$ cat src/rtl/ex_stage_if.sv
// ex_stage_if: ID/EX operand+control bundle into the execute stage and EX/MEM bundle out, with pstop/stall/busy/ovf status; master = upstream driver, slave = ex_stage
interface ex_stage_if;
  logic        pstop_i;
  logic [31:0] ID_EX_A;
  logic [31:0] ID_EX_B;
  logic [31:0] ID_EX_imm;
  logic        ID_EX_alu_src;
  logic [3:0]  ID_EX_alu_op;
  logic [4:0]  ID_EX_shamt;
  logic [1:0]  ID_EX_md_op;
  logic [4:0]  ID_EX_dst_reg;
  logic        ID_EX_mem_read;
  logic        ID_EX_mem_write;
  logic        ID_EX_reg_write;
  logic        ID_EX_mem_to_reg;
  logic        stall_o;
  logic        md_busy_o;
  logic        ovf_o;
  logic [31:0] EX_MEM_alu_result;
  logic [31:0] EX_MEM_B;
  logic [4:0]  EX_MEM_dst_reg;
  logic        EX_MEM_mem_read;
  logic        EX_MEM_mem_write;
  logic        EX_MEM_reg_write;
  logic        EX_MEM_mem_to_reg;
  modport master (
    output pstop_i, ID_EX_A, ID_EX_B, ID_EX_imm, ID_EX_alu_src, ID_EX_alu_op, ID_EX_shamt, ID_EX_md_op,
           ID_EX_dst_reg, ID_EX_mem_read, ID_EX_mem_write, ID_EX_reg_write, ID_EX_mem_to_reg,
    input  stall_o, md_busy_o, ovf_o, EX_MEM_alu_result, EX_MEM_B, EX_MEM_dst_reg,
           EX_MEM_mem_read, EX_MEM_mem_write, EX_MEM_reg_write, EX_MEM_mem_to_reg
  );
  modport slave (
    input  pstop_i, ID_EX_A, ID_EX_B, ID_EX_imm, ID_EX_alu_src, ID_EX_alu_op, ID_EX_shamt, ID_EX_md_op,
           ID_EX_dst_reg, ID_EX_mem_read, ID_EX_mem_write, ID_EX_reg_write, ID_EX_mem_to_reg,
    output stall_o, md_busy_o, ovf_o, EX_MEM_alu_result, EX_MEM_B, EX_MEM_dst_reg,
           EX_MEM_mem_read, EX_MEM_mem_write, EX_MEM_reg_write, EX_MEM_mem_to_reg
  );
endinterface

$ cat src/rtl/ex_stage.sv
// ex_stage: MIPS execute stage (ALU, iterative MULTU/DIVU with HI/LO, interlock, EX/MEM register); ports clk, rst, bus (ex_stage_if.slave); EX_OVF_EXC_EN enables signed ADD/SUB overflow trap
module ex_stage #(
  parameter int          MD_STEPS = 32,
  parameter logic [31:0] HILO_RST = 32'h0
) (
  input logic       clk,
  input logic       rst,
  ex_stage_if.slave bus
);
  localparam int CW = $clog2(MD_STEPS + 1);
  typedef enum logic {IDLE, BUSY} state_t;
  state_t        state;
  logic [CW-1:0] cnt;
  logic [63:0]   acc;
  logic [31:0]   opnd;
  logic [31:0]   hi;
  logic [31:0]   lo;
  logic          div;
  logic [31:0]   op2;
  logic [31:0]   res;
  logic [32:0]   sum;
  logic [32:0]   r;
  logic [32:0]   diff;
  logic          ge;
  logic [63:0]   nxt;
  logic          issue;
  logic          bubble;
  logic          ovf;
  assign op2 = bus.ID_EX_alu_src ? bus.ID_EX_imm : bus.ID_EX_B;
  always_comb begin
    res = '0;
    case (bus.ID_EX_alu_op)
      4'd0:  res = bus.ID_EX_A + op2;
      4'd1:  res = bus.ID_EX_A - op2;
      4'd2:  res = bus.ID_EX_A & op2;
      4'd3:  res = bus.ID_EX_A | op2;
      4'd4:  res = bus.ID_EX_A ^ op2;
      4'd5:  res = ~(bus.ID_EX_A | op2);
      4'd6:  res = {31'b0, $signed(bus.ID_EX_A) < $signed(op2)};
      4'd7:  res = {31'b0, bus.ID_EX_A < op2};
      4'd8:  res = bus.ID_EX_B << bus.ID_EX_shamt;
      4'd9:  res = bus.ID_EX_B >> bus.ID_EX_shamt;
      4'd10: res = $signed(bus.ID_EX_B) >>> bus.ID_EX_shamt;
      4'd11: res = {bus.ID_EX_imm[15:0], 16'b0};
      4'd12: res = hi;
      4'd13: res = lo;
      default: res = '0;
    endcase
  end
  // acc holds {HI,LO} while multiplying and {remainder,quotient} while dividing
  assign sum  = {1'b0, acc[63:32]} + (acc[0] ? {1'b0, opnd} : 33'd0);
  assign r    = acc[63:31];
  assign diff = r - {1'b0, opnd};
  assign ge   = r >= {1'b0, opnd};
  assign nxt  = div ? {ge ? diff[31:0] : r[31:0], acc[30:0], ge} : {sum, acc[31:1]};
  assign issue = state == IDLE && (bus.ID_EX_md_op == 2'b01 || bus.ID_EX_md_op == 2'b10) && !bus.pstop_i;
  assign bus.md_busy_o = state == BUSY;
  assign bus.stall_o = bus.md_busy_o && !bus.pstop_i &&
                       (bus.ID_EX_alu_op == 4'd12 || bus.ID_EX_alu_op == 4'd13 || bus.ID_EX_md_op != 2'b00);
  assign bubble = issue || bus.stall_o;
`ifdef EX_OVF_EXC_EN
  logic ovf_q;
  assign ovf = !bubble && bus.ID_EX_alu_op[3:1] == 3'b000 && res[31] != bus.ID_EX_A[31] &&
               ((bus.ID_EX_alu_op[0] ? ~op2[31] : op2[31]) == bus.ID_EX_A[31]);
  assign bus.ovf_o = ovf_q;
  always_ff @(posedge clk)
    if (rst) ovf_q <= 1'b0;
    else if (!bus.pstop_i) ovf_q <= ovf;
`else
  assign ovf = 1'b0;
  assign bus.ovf_o = 1'b0;
`endif
  always_ff @(posedge clk) begin
    if (rst) begin
      bus.EX_MEM_alu_result <= '0;
      bus.EX_MEM_B          <= '0;
      bus.EX_MEM_dst_reg    <= '0;
      bus.EX_MEM_mem_read   <= 1'b0;
      bus.EX_MEM_mem_write  <= 1'b0;
      bus.EX_MEM_reg_write  <= 1'b0;
      bus.EX_MEM_mem_to_reg <= 1'b0;
    end else if (!bus.pstop_i) begin
      bus.EX_MEM_alu_result <= res;
      bus.EX_MEM_B          <= bus.ID_EX_B;
      bus.EX_MEM_dst_reg    <= bus.ID_EX_dst_reg;
      bus.EX_MEM_mem_read   <= bus.ID_EX_mem_read && !bubble;
      bus.EX_MEM_mem_write  <= bus.ID_EX_mem_write && !bubble;
      bus.EX_MEM_reg_write  <= bus.ID_EX_reg_write && !bubble && !ovf;
      bus.EX_MEM_mem_to_reg <= bus.ID_EX_mem_to_reg && !bubble;
    end
  end
  always_ff @(posedge clk) begin
    if (rst) begin
      state <= IDLE;
      cnt   <= '0;
      acc   <= '0;
      opnd  <= '0;
      div   <= 1'b0;
      hi    <= HILO_RST;
      lo    <= HILO_RST;
    end else if (!bus.pstop_i) begin
      if (issue) begin
        state <= BUSY;
        cnt   <= CW'(MD_STEPS);
        acc   <= {32'b0, bus.ID_EX_A};
        opnd  <= bus.ID_EX_B;
        div   <= bus.ID_EX_md_op == 2'b10;
      end else if (state == BUSY) begin
        acc <= nxt;
        cnt <= cnt - 1'b1;
        if (cnt == CW'(1)) begin
          hi    <= nxt[63:32];
          lo    <= nxt[31:0];
          state <= IDLE;
        end
      end
    end
  end
endmodule
$ cat src/flat_wrapper.sv
// flat-port wrapper written by rule: the top's interface ports become plain ports
module ex_stage_flat 
#(
  parameter int          MD_STEPS = 32,
  parameter logic [31:0] HILO_RST = 32'h0
)
  (clk, rst, bus_pstop_i, bus_ID_EX_A, bus_ID_EX_B, bus_ID_EX_imm, bus_ID_EX_alu_src, bus_ID_EX_alu_op, bus_ID_EX_shamt, bus_ID_EX_md_op, bus_ID_EX_dst_reg, bus_ID_EX_mem_read, bus_ID_EX_mem_write, bus_ID_EX_reg_write, bus_ID_EX_mem_to_reg, bus_stall_o, bus_md_busy_o, bus_ovf_o, bus_EX_MEM_alu_result, bus_EX_MEM_B, bus_EX_MEM_dst_reg, bus_EX_MEM_mem_read, bus_EX_MEM_mem_write, bus_EX_MEM_reg_write, bus_EX_MEM_mem_to_reg);
  ex_stage_if bus_i ();
  input logic clk;
  input logic rst;
  input wire logic [$bits(bus_i.pstop_i)-1:0] bus_pstop_i;
  input wire logic [$bits(bus_i.ID_EX_A)-1:0] bus_ID_EX_A;
  input wire logic [$bits(bus_i.ID_EX_B)-1:0] bus_ID_EX_B;
  input wire logic [$bits(bus_i.ID_EX_imm)-1:0] bus_ID_EX_imm;
  input wire logic [$bits(bus_i.ID_EX_alu_src)-1:0] bus_ID_EX_alu_src;
  input wire logic [$bits(bus_i.ID_EX_alu_op)-1:0] bus_ID_EX_alu_op;
  input wire logic [$bits(bus_i.ID_EX_shamt)-1:0] bus_ID_EX_shamt;
  input wire logic [$bits(bus_i.ID_EX_md_op)-1:0] bus_ID_EX_md_op;
  input wire logic [$bits(bus_i.ID_EX_dst_reg)-1:0] bus_ID_EX_dst_reg;
  input wire logic [$bits(bus_i.ID_EX_mem_read)-1:0] bus_ID_EX_mem_read;
  input wire logic [$bits(bus_i.ID_EX_mem_write)-1:0] bus_ID_EX_mem_write;
  input wire logic [$bits(bus_i.ID_EX_reg_write)-1:0] bus_ID_EX_reg_write;
  input wire logic [$bits(bus_i.ID_EX_mem_to_reg)-1:0] bus_ID_EX_mem_to_reg;
  output wire logic [$bits(bus_i.stall_o)-1:0] bus_stall_o;
  output wire logic [$bits(bus_i.md_busy_o)-1:0] bus_md_busy_o;
  output wire logic [$bits(bus_i.ovf_o)-1:0] bus_ovf_o;
  output wire logic [$bits(bus_i.EX_MEM_alu_result)-1:0] bus_EX_MEM_alu_result;
  output wire logic [$bits(bus_i.EX_MEM_B)-1:0] bus_EX_MEM_B;
  output wire logic [$bits(bus_i.EX_MEM_dst_reg)-1:0] bus_EX_MEM_dst_reg;
  output wire logic [$bits(bus_i.EX_MEM_mem_read)-1:0] bus_EX_MEM_mem_read;
  output wire logic [$bits(bus_i.EX_MEM_mem_write)-1:0] bus_EX_MEM_mem_write;
  output wire logic [$bits(bus_i.EX_MEM_reg_write)-1:0] bus_EX_MEM_reg_write;
  output wire logic [$bits(bus_i.EX_MEM_mem_to_reg)-1:0] bus_EX_MEM_mem_to_reg;
  assign bus_i.pstop_i = bus_pstop_i;
  assign bus_i.ID_EX_A = bus_ID_EX_A;
  assign bus_i.ID_EX_B = bus_ID_EX_B;
  assign bus_i.ID_EX_imm = bus_ID_EX_imm;
  assign bus_i.ID_EX_alu_src = bus_ID_EX_alu_src;
  assign bus_i.ID_EX_alu_op = bus_ID_EX_alu_op;
  assign bus_i.ID_EX_shamt = bus_ID_EX_shamt;
  assign bus_i.ID_EX_md_op = bus_ID_EX_md_op;
  assign bus_i.ID_EX_dst_reg = bus_ID_EX_dst_reg;
  assign bus_i.ID_EX_mem_read = bus_ID_EX_mem_read;
  assign bus_i.ID_EX_mem_write = bus_ID_EX_mem_write;
  assign bus_i.ID_EX_reg_write = bus_ID_EX_reg_write;
  assign bus_i.ID_EX_mem_to_reg = bus_ID_EX_mem_to_reg;
  assign bus_stall_o = bus_i.stall_o;
  assign bus_md_busy_o = bus_i.md_busy_o;
  assign bus_ovf_o = bus_i.ovf_o;
  assign bus_EX_MEM_alu_result = bus_i.EX_MEM_alu_result;
  assign bus_EX_MEM_B = bus_i.EX_MEM_B;
  assign bus_EX_MEM_dst_reg = bus_i.EX_MEM_dst_reg;
  assign bus_EX_MEM_mem_read = bus_i.EX_MEM_mem_read;
  assign bus_EX_MEM_mem_write = bus_i.EX_MEM_mem_write;
  assign bus_EX_MEM_reg_write = bus_i.EX_MEM_reg_write;
  assign bus_EX_MEM_mem_to_reg = bus_i.EX_MEM_mem_to_reg;
  ex_stage #(.MD_STEPS(MD_STEPS), .HILO_RST(HILO_RST)) u_core (.clk(clk), .rst(rst), .bus(bus_i));
endmodule
$ cat config.mk
export PLATFORM = sky130hd
export DESIGN_NAME = ex_stage_flat
export DESIGN_NICKNAME = d
export VERILOG_FILES = /design/src/rtl/ex_stage_if.sv /design/src/rtl/ex_stage.sv /design/src/flat_wrapper.sv
export SDC_FILE = /design/constraint.sdc
export NUM_CORES = 1
export LEC_CHECK = 0
export CAP_MARGIN = 30
export CORE_AREA = 10 10 271 273
export DETAILED_ROUTE_END_ITERATION = 12
export DIE_AREA = 0 0 281 283
export MAX_ROUTING_LAYER = met4
export PLACE_DENSITY_LB_ADDON = 0.15
export SLEW_MARGIN = 10
export SYNTH_ARGS = -nofsm -noshare
export SYNTH_HDL_FRONTEND = slang
export SYNTH_SLANG_ARGS = --single-unit
$ cat constraint.sdc
create_clock -name clk -period 5.6 [get_ports clk]
set_input_delay 1.12 -clock clk [delete_from_list [all_inputs] [get_ports clk]]
set_output_delay 1.12 -clock clk [all_outputs]
set_load 0.01 [all_outputs]
==> impl_metrics.py <==
metrics = {
    "status": {
        "status": "finished, final reports clean",
    },
    "min_path": {
        "hold_path.class": "flip-flop to flip-flop",
    },
    "clock_network": {
        "root_buffer": "clkbuf_16",
        "htreeDepth": 1,
        "post_cts_resize_count": 0,
        "holdBufCountCts": 0,
        "worstSkewPairLatency_ps": 600,
        "numCtsBuffers": 29,
        "numClockSinks": 241,
        "post_cts_buffers": 0,
        "clk_pin_slew_ps": 70,
        "clk_path_buf_depth": 3,
        "cts_tree": "built",
    },
    "die": {
        "core_um2": 68100,
        "fp.dieH_um": 283,
        "start_util_pct": 34.6,
        "chipWidth_um": 281,
        "io_pins": 196,
        "die_area_um2": 79500,
        "rows": 96,
    },
    "worst_setup_path": {
        "critical_path_class": "input port to flip-flop",
        "end_kind": "flip-flop",
        "crit_path_top_delay_cell": "clkdlybuf4s50_1",
        "worst-path-buf-inv": 3,
        "cp_top_family": "compound AO/OA/AOI/OAI gates",
        "max_stage_delay_ps": 720,
        "worstPathArrival_ps": 5280,
        "cp_max_fo": 7,
        "crit_chain": "clkdlybuf4s50_1 > mux2i_1 > ha_1 > nor2_1 > a211oi_1 > nor4b_1 > nor3_1 > buf_4 > o21bai_1 > nand3b_1 > buf_4 > a21oi_1 > o2111ai_1 > a221oi_1",
        "required_ps": 6110,
        "crit_top_cell": "buf_4",
        "cp-start-kind": "input port",
    },
    "timing": {
        "final.setup_skew_ps": 16.5,
        "setup_viol": 0,
        "fin_tns_setup_ps": 0,
        "slew_headroom_pct": 32.5,
        "grt_setup_unrepaired": "no",
        "maxSlewViolCount": 0,
        "hold_violations": 0,
        "finalCritPeriodShare_pct": 85.2,
        "fmax_mhz": 210,
        "min_period_ps": 4770,
        "worstMarginPinSlew_ps": 1010,
    },
    "finish": {
        "final_nets": 3559,
        "drive_gt1_share_pct": 9.80,
        "layout_commonest_cell": "nor2_1",
        "final_cells": 4170,
        "layout_common_cells": "nor2_1, a21oi_1, nand2_1, dfxtp_1, clkdlybuf4s50_1",
        "largest-register": "u_core.acc",
        "largest_reg_flops": 64,
        "area_growth_syn_to_layout_pct": 17.9,
    },
    "detailed_routing": {
        "dr_wl_met3_mm": 9.73,
        "drt_iter0_markers": 3099,
        "drt_first_pass_iters": 6,
        "met1_length_mm": 54.7,
        "wirelength_mm": 127,
        "wl_met2_mm": 56.8,
        "wl_per_cell_um": 30.4,
        "top_layer_used": "met4",
        "post_drt_via_cell_ratio": 6.21,
        "drc": 0,
        "via_count": 25889,
        "postRouteAntennaNets": 0,
    },
    "pwr": {
        "power_density_nw_per_um2": 228,
        "ir_drop_mv": 0.261,
        "leakage_uw": 0.0111,
        "totalPowerFinal_uw": 6320,
    },
    "grt": {
        "antenna_found_initial": 3,
        "grt-ovfl-total": 0,
        "grt_pass1_wl_mm": 181,
        "track_usage_pct": 31.3,
        "first_global_vias": 24671,
        "grt_max_degree": 87,
    },
    "placed_design": {
        "gp_congestion": 1.03,
        "dp.cells": 4111,
        "dp_hpwl_mm": 101,
        "numPortBuffers": 194,
    },
    "logic_synthesis": {
        "synth_edf_count": 0,
        "synth_top_area_share_pct": 20.5,
        "ys_seq_area_share_pct": 20.5,
        "yosys-top-cells-area": "dfxtp_1, ha_1, mux2i_1",
        "ys_types": 103,
        "syn-num-nets": 3453,
        "ys_warn_count": 0,
        "syn_inst": 3157,
        "synth-seq-cells": 241,
        "synth_ff_type": "dfxtp_1",
        "yosys.area.top_type": "dfxtp_1",
        "syn-cell-area_um2": 23500,
        "syn_avg_cell_area_um2": 7.46,
        "postSynth.asyncResetShare_pct": 0,
    },
    "run": {
        "drv_cap": 0,
    },
}
[worst register-to-register path, delay by kind of cell (launching register included)]
family / cells / cell delay, ps
adder cells (fa/ha/maj): 1 / 240
AO/OA/AOI/OAI: 8 / 2590
flip-flops: 1 / 830
buffers and inverters: 2 / 280
AND/OR/NAND/NOR: 2 / 320
[worst paths after layout]
check | from | cells after the start | endpoint | slack, ps
min reg2reg | u_core.bus.EX_MEM_alu_result[6] | 2 | u_core.bus.EX_MEM_alu_result[6] | 470
max | bus_ID_EX_B[3] | 14 | u_core.bus.EX_MEM_alu_result[0] | 830
max reg2reg | u_core.acc[0] | 13 | u_core.acc[60] | 1260
min | u_core.bus.EX_MEM_alu_result[6] | 2 | u_core.bus.EX_MEM_alu_result[6] | 470
[final cells by class]
type / instances / area (µm²)
antenna: 2 / 5.00
clock buffer: 32 / 767
clock inverter: 22 / 323
fill: 7100 / 40300
inverter: 159 / 597
multi-input combinational: 2496 / 17100
sequential: 241 / 4830
tap: 882 / 1100
timing repair buffer: 336 / 3070
[logic make-up (layout without fill, tap and decap cells)]
group	count (synthesis)	count (layout)	share of synthesized area (%)
AO/OA/AOI/OAI	989	989	27.8
XOR/XNOR	73	73	2.72
adder cells (fa/ha/maj)	176	176	9.48
buffers and inverters	420	549	7.33
flip-flops	241	241	20.5
multiplexers	219	219	12.1
other	1	3	0.0159
AND/OR/NAND/NOR	1038	1038	20.1
[cell usage after synthesis (41+ instances only)]
cell type	n
and2_1	45
xnor2_1	45
a211oi_1	105
mux4_2	51
nand3_1	83
ha_1	172
a22oi_1	41
mux2i_1	156
a21o_1	47
o21ai_0	180
nand2_1	281
nor3_1	64
dfxtp_1	241
clkbuf_1	197
nor2_1	382
inv_1	155
a21oi_1	291
[per-stage QoR]
step | setup WS (ps) | cell area, µm² | hold slack [ps] | utilization [%]
global placement | 476 | 26600 | 457 | 39.0
detailed placement | 387 | 26600 | 461 | 39.1
finish | 829 | 27800 | 470 | 40.8
global route | 734 | 27800 | 513 | 40.8
CTS | 1000 | 27700 | 471 | 40.7
floorplan | 933 | 23500 | 437 | -
[layer usage]
metal / track usage [%] / vias to the layer above
met5: - / -
met4: 12.2 / 0
met3: 3.96 / 191
met2: 48.3 / 1279
met1: 41.2 / 12692
li1: - / 11727
[power breakdown]
group	switching [µW]	internal, µW	total, µW
registers	75.0	1790	1860
clock network	915	1320	2240
logic	1420	804	2220
(Power assumes the default switching activity.)
